### src/rtl/adder_tree_result_collector.sv
// Collects final adder-tree sums into a FIFO and streams them out on ready/valid.
// Optional drop counter is built when ADDER_TREE_COLLECTOR_DROP_CNT_EN is defined.
module adder_tree_result_collector #(
  parameter int WIDTH_PER_OUT = 17,
  parameter int DEPTH         = 8,
  parameter int CNT_WIDTH     = 16
) (
  input  logic                     i_Clk,
  input  logic                     i_Reset_N,
  input  logic [WIDTH_PER_OUT-1:0] i_Sum,
  input  logic                     i_Data_Valid,
  output logic [WIDTH_PER_OUT-1:0] o_Data,
  output logic                     o_Data_Valid,
  input  logic                     i_Data_Ready,
  output logic [$clog2(DEPTH):0]   o_Fill_Level,
  output logic                     o_Overflow,
  input  logic                     i_Clear_Overflow
`ifdef ADDER_TREE_COLLECTOR_DROP_CNT_EN
  ,
  output logic [CNT_WIDTH-1:0]     o_Drop_Count
`endif
);

  localparam int AW = $clog2(DEPTH);
  localparam logic [AW:0] FULL_LVL = (AW+1)'(DEPTH);

  logic [WIDTH_PER_OUT-1:0] mem [DEPTH];
  logic [AW-1:0] wr_ptr;
  logic [AW-1:0] rd_ptr;
  logic [AW:0]   fill;
  logic [AW:0]   fill_next;
  logic          full;
  logic          push;
  logic          pop;
  logic          drop;
  logic          ovf;

  assign full = (fill == FULL_LVL);
  assign pop  = o_Data_Valid & i_Data_Ready;
  assign push = i_Data_Valid & (~full | pop);
  assign drop = i_Data_Valid & full & ~pop;

  always_comb begin
    fill_next = fill;
    unique case (1'b1)
      push & ~pop: fill_next = fill + 1'b1;
      pop & ~push: fill_next = fill - 1'b1;
      default:     fill_next = fill;
    endcase
  end

  always_ff @(posedge i_Clk) begin
    if (!i_Reset_N) begin
      wr_ptr <= '0;
      rd_ptr <= '0;
      fill   <= '0;
    end else begin
      if (push) wr_ptr <= wr_ptr + 1'b1;
      if (pop)  rd_ptr <= rd_ptr + 1'b1;
      fill <= fill_next;
    end
  end

  // Storage needs no reset; the output is masked whenever nothing is held.
  always_ff @(posedge i_Clk) begin
    if (i_Reset_N && push) mem[wr_ptr] <= i_Sum;
  end

  // A drop in the same cycle as a clear keeps the flag set.
  always_ff @(posedge i_Clk) begin
    if (!i_Reset_N)            ovf <= 1'b0;
    else if (drop)             ovf <= 1'b1;
    else if (i_Clear_Overflow) ovf <= 1'b0;
  end

`ifdef ADDER_TREE_COLLECTOR_DROP_CNT_EN
  logic [CNT_WIDTH-1:0] drop_cnt;

  always_ff @(posedge i_Clk) begin
    if (!i_Reset_N) begin
      drop_cnt <= '0;
    end else if (i_Clear_Overflow) begin
      drop_cnt <= drop ? CNT_WIDTH'(1) : '0;
    end else if (drop && drop_cnt != '1) begin
      drop_cnt <= drop_cnt + 1'b1;
    end
  end

  assign o_Drop_Count = drop_cnt;
`endif

  assign o_Data_Valid = (fill != '0);
  assign o_Data       = o_Data_Valid ? mem[rd_ptr] : '0;
  assign o_Fill_Level = fill;
  assign o_Overflow   = ovf;

endmodule
### config.mk
export PLATFORM = sky130hd
export DESIGN_NAME = adder_tree_result_collector
export DESIGN_NICKNAME = d
export VERILOG_FILES = /design/src/rtl/adder_tree_result_collector.sv
export SDC_FILE = /design/constraint.sdc
export NUM_CORES = 1
export LEC_CHECK = 0
export BUFFER_PORTS_ARGS = -buffer_cell sky130_fd_sc_hd__clkbuf_2
export CAP_MARGIN = 40
export CORE_ASPECT_RATIO = 0.8
export CORE_UTILIZATION = 35
export DETAILED_ROUTE_END_ITERATION = 7
export PLACE_DENSITY = 0.48
export SLEW_MARGIN = 20
export SYNTH_ARGS = -nofsm -noshare
export SYNTH_HDL_FRONTEND = slang
export SYNTH_SLANG_ARGS = --single-unit
### constraint.sdc
create_clock -name i_Clk -period 3.75 [get_ports i_Clk]
set_input_delay 0.1875 -clock i_Clk [delete_from_list [all_inputs] [get_ports i_Clk]]
set_output_delay 0.1875 -clock i_Clk [all_outputs]
set_load 0.02 [all_outputs]
Yosys cells after proc, flatten, opt, wreduce, memory -nomap -nowiden
Memory sizes are Yosys's and may differ from the RTL's. A register that Yosys moved wholly into a read port is not among the register bits.
Cells that the tools add are included.
{"block": "word_totals", "register_bits": 11, "latch_bits": 0, "mem_bits_rw": 136, "mem_bits_ro": 0, "input_bits": 22, "elab_cells": 32, "memories": 1}
{"memory": "mem", "depth": 8, "word_bits": 17, "rd": 1, "rd_ports_with_merged_regs": 1, "wr": 1, "line": "27", "text": "logic [WIDTH_PER_OUT-1:0] mem [DEPTH];"}
{"block": "classes", "addsub": 4, "n_mul": 0, "n_div": 0, "order_cmp": 0, "n_eq_ne": 1, "n_shift": 0, "muxes": 8, "bitwise_logic": 10, "reduce_logical": 4}
{"cell": "17-bit two-way mux", "n": 1}
{"cell": "4-bit one-hot mux with 2 select lines", "n": 1}
{"cell": "3-bit by 1-bit adder with 3-bit output (second input constant)", "n": 2}
{"cell": "1-bit AND", "n": 6}
{"cell": "3-bit two-way mux", "n": 2}
{"cell": "4-bit by 1-bit adder with 4-bit output (second input constant)", "n": 1}
{"cell": "4-bit equality test (second input constant)", "n": 1}
{"cell": "1-bit two-way mux", "n": 4}
{"cell": "2-bit nonzero test", "n": 2}
{"cell": "4-bit nonzero test", "n": 1}
{"cell": "4-bit by 1-bit subtractor with 4-bit output (second input constant)", "n": 1}
{"cell": "1-bit inverter", "n": 3}
{"cell": "1-bit logical AND", "n": 1}
{"cell": "1-bit OR", "n": 1}

Longest topological paths before layout
{"block": "logic_depth", "ltp_word": 7, "depth_mapped": 8, "depth_no_buf": 7}

Worst setup path before layout
No wires, ideal clock.
{"block": "synth_path", "path_type": "reg-to-reg", "start": "register fill[1] (netlist: o_Fill_Level[1])", "end": "memory mem[1][0] (enable)", "setup_ps": 435, "t_arrival_ps": 2675, "slack_ps": 640, "path_stages_with_launch": 5, "period_less_slack_ps": 3110, "path_cell_list": "dfxtp_1 or3_1 buf_6 o21ai_2 nor4_1"}
{"block": "synth_between", "elab_chain_len": 7}
{"element": "start, declared", "line": "30", "text": "logic [AW:0] fill;"}
{"element": "start signal, assigned", "line": "60", "text": "fill <= fill_next;"}
{"element": "4-bit nonzero test / 4-bit equality test (equally long branches)", "line": "92, 38"}
{"element": "1-bit AND / 1-bit inverter (equally long branches)", "line": "39, 40"}
{"element": "1-bit OR *", "line": "40", "text": "assign push = i_Data_Valid & (~full | pop);"}
{"element": "1-bit AND *", "line": "40"}
{"element": "1-bit logical AND *", "line": "66", "text": "if (i_Reset_N && push) mem[wr_ptr] <= i_Sum;"}
{"element": "1-bit two-way mux *", "line": "66"}
{"element": "1-bit two-way mux (not written as such) *", "line": "66"}
{"element": "end, declared", "line": "27"}
Mark *: on every way between the ends. The rest lies on a longest branch, timed or not.

==> out/results.tsv <==
metric	value	unit
cp_max_fo	17	
hp-class	primary input to flip-flop	
mostFrequentLayoutCells	edfxtp_1, clkbuf_2, mux4_2, mux2i_1, nor2_1	
routedWlPerCell	19.5	µm
drt-met1-wl	5270	µm
setup_violations	0	
rsz0062_at_grt	no	
crit_type	flip-flop to output port	
hold_viol	0	
start_util	35.8	%
netlist.area_leader.share	68.9	%
final.fill_count	1487	
io_pins	45	
met3_length	556	µm
finClkSkew	0.00604	ns
cts_hold_buf	0	
fp.dieW	147	µm
grt_usage	14.6	%
synth-async-reset-ratio	0	%
grt_max_degree	21	
status	completed	
first_pass_iters	4	
numPortBuffers	44	
drive_above_1_share	36.3	%
die_h	118	µm
crit_arrival	2.49	ns
cts_sinks	150	
globalplace.congestion	0.684	
final_common_cell	edfxtp_1	
top_layer	met4	
first_iter_violations	172	
ys_ff_latch	150	
cts_buffer_depth	2	
cts_buffers	17	
wl_met2	5630	µm
slowest_delay	0.76	ns
synthTopCellsByArea	edfxtp_1, mux4_2, dfxtp_1	
relSlewSlack	55.2	%
ys.flop_type	edfxtp_1	
fp-row-count	42	
tns	0	ns
postCtsSetupBuffers	0	
antenna_left	0	
htreeDepth	4	
crit_chain	buf_4, mux4_2, mux2i_1, nor2_1, clkbuf_2	
cts_tree	built	
start_kind	flip-flop	
cp.required	3.56	ns
grt_pass1_wl	18000	µm
core	16600	µm²
seq_area_frac_synth	73.7	%
finalWirelength	11500	µm
fin_crit_sh	71.4	%
synth_cells	299	
cts_root_buf	clkbuf_16	
maxCapViolations	0	
hpwl	6480	µm
fin_crit	2.68	ns
grt_antenna_before_repair	0	
p_per_area	654	nW/µm²
worst_slew_pin_slew	0.672	ns
dr_total_vias	2901	
endpoint_kind	output port	
cts_resized	0	
insertion_delay	0.41	ns
yosys.area.top_type	edfxtp_1	
synth_edf_count	136	
syn_nets	324	
critPathSlowestCell	dfxtp_2	
overflow	0	
ys_types	40	
slew_violations	0	
max_freq	373	MHz
area_growth	19.0	%
peakVddDrop	0.000316	V
ys_warn_count	0	
post-route-drc-count	0	
timing.hold.ws	0.0525	ns
die_area	17500	µm²
power_leakage	2.31	nW
path_clk_slew	0.06	ns
vias_per_cell	4.90	
grt_pass1_vias	3113	
fin_nets	384	
syn_area	5920	µm²
synth_area_per_cell	19.8	µm²
insertedDiodeCount	0	
[layer usage]
| layer | vias up | GRT usage, % |
|---|---|---|
| met3 | 4 | 4.25 |
| li1 | 1330 | - |
| met1 | 1511 | 19.5 |
| met5 | - | 0 |
| met2 | 56 | 22.6 |
| met4 | 0 | 5.41 |
[synthesized netlist by cell type, types with 2 or more instances]
cell / n
buf_6: 2
nand2_1: 3
xnor2_1: 7
nor2_1: 20
nor2b_1: 6
mux2i_1: 20
nor3_1: 5
nor4_1: 2
mux4_2: 34
buf_2: 5
buf_1: 2
o211ai_1: 2
ha_1: 3
and2_1: 5
nand2b_1: 2
dfxtp_1: 14
clkbuf_1: 8
edfxtp_1: 136
nor2_2: 2
[final cells by class]
| class | instances | area (µm²) | area share (%) |
|---|---|---|---|
| clock buffers | 22 | 444 | 6.30 |
| repair buffers | 58 | 325 | 4.61 |
| clock inverters | 10 | 130 | 1.84 |
| well taps | 220 | 275 | 3.90 |
| multi-input cells | 130 | 1510 | 21.3 |
| flip-flops and latches | 150 | 4370 | 61.9 |
| inverters | 2 | 7.51 | 0.106 |
[state kept, by name, indices dropped and copies added (netlist names), named ones only]
signal	flops
o_Overflow	1
rd_ptr	3
mem	136
wr_ptr	3
o_Fill_Level	4
[power by group]
part           switching (mW)  internal, mW
logic                   0.531         0.451
clock network           0.615          1.04
registers              0.0987          1.88
[critical path, delay by kind of cell (launching register included)]
kind          cells  cell delay [ns]
simple gates      1             0.06
mux               2             0.76
flops             1             0.76
buf+inv           2             0.49
[through the flow]
step | utilization (%) | cells | setup slack [ns] | power, mW | cell area [µm²]
floorplan | - | 299 | 0.640 | 2.73 | 5920
global placement | 39.1 | 560 | 1.46 | 3.01 | 6480
detailed placement | 39.1 | 560 | 1.29 | 3.02 | 6480
CTS | 42.6 | 592 | 0.977 | 4.68 | 7050
global route | 42.6 | 592 | 0.859 | 4.83 | 7050
finish | 42.6 | 592 | 1.07 | 4.61 | 7050
[cells by family (layout without fill, tap and decap cells)]
group	count (synthesis)	count (layout)	share of synthesized area, %
flops	150	150	73.7
compound gates	11	11	1.80
xor+xnor	8	8	1.18
fa+ha+maj	3	3	0.634
mux	54	54	16.3
simple gates	54	54	4.86
buf+inv	19	92	1.56
[final timing paths]
| path | depth (start not counted) | startpoint | endpoint | slack, ns |
|---|---|---|---|---|
| max | 5 | flip-flop | o_Data[6] | 1.07 |
| min | 1 | i_Sum[14] | mem[7][14]$_DFFE_PP_ | 0.05 |
| max reg2reg | 7 | o_Fill_Level[1]$_SDFFE_PN0P_ | o_Fill_Level[2]$_SDFFE_PN0P_ | 1.26 |
| min reg2reg | 2 | rd_ptr[2]$_SDFFE_PN0N_ | flip-flop | 0.53 |
Power figures use the tool's default switching activity.
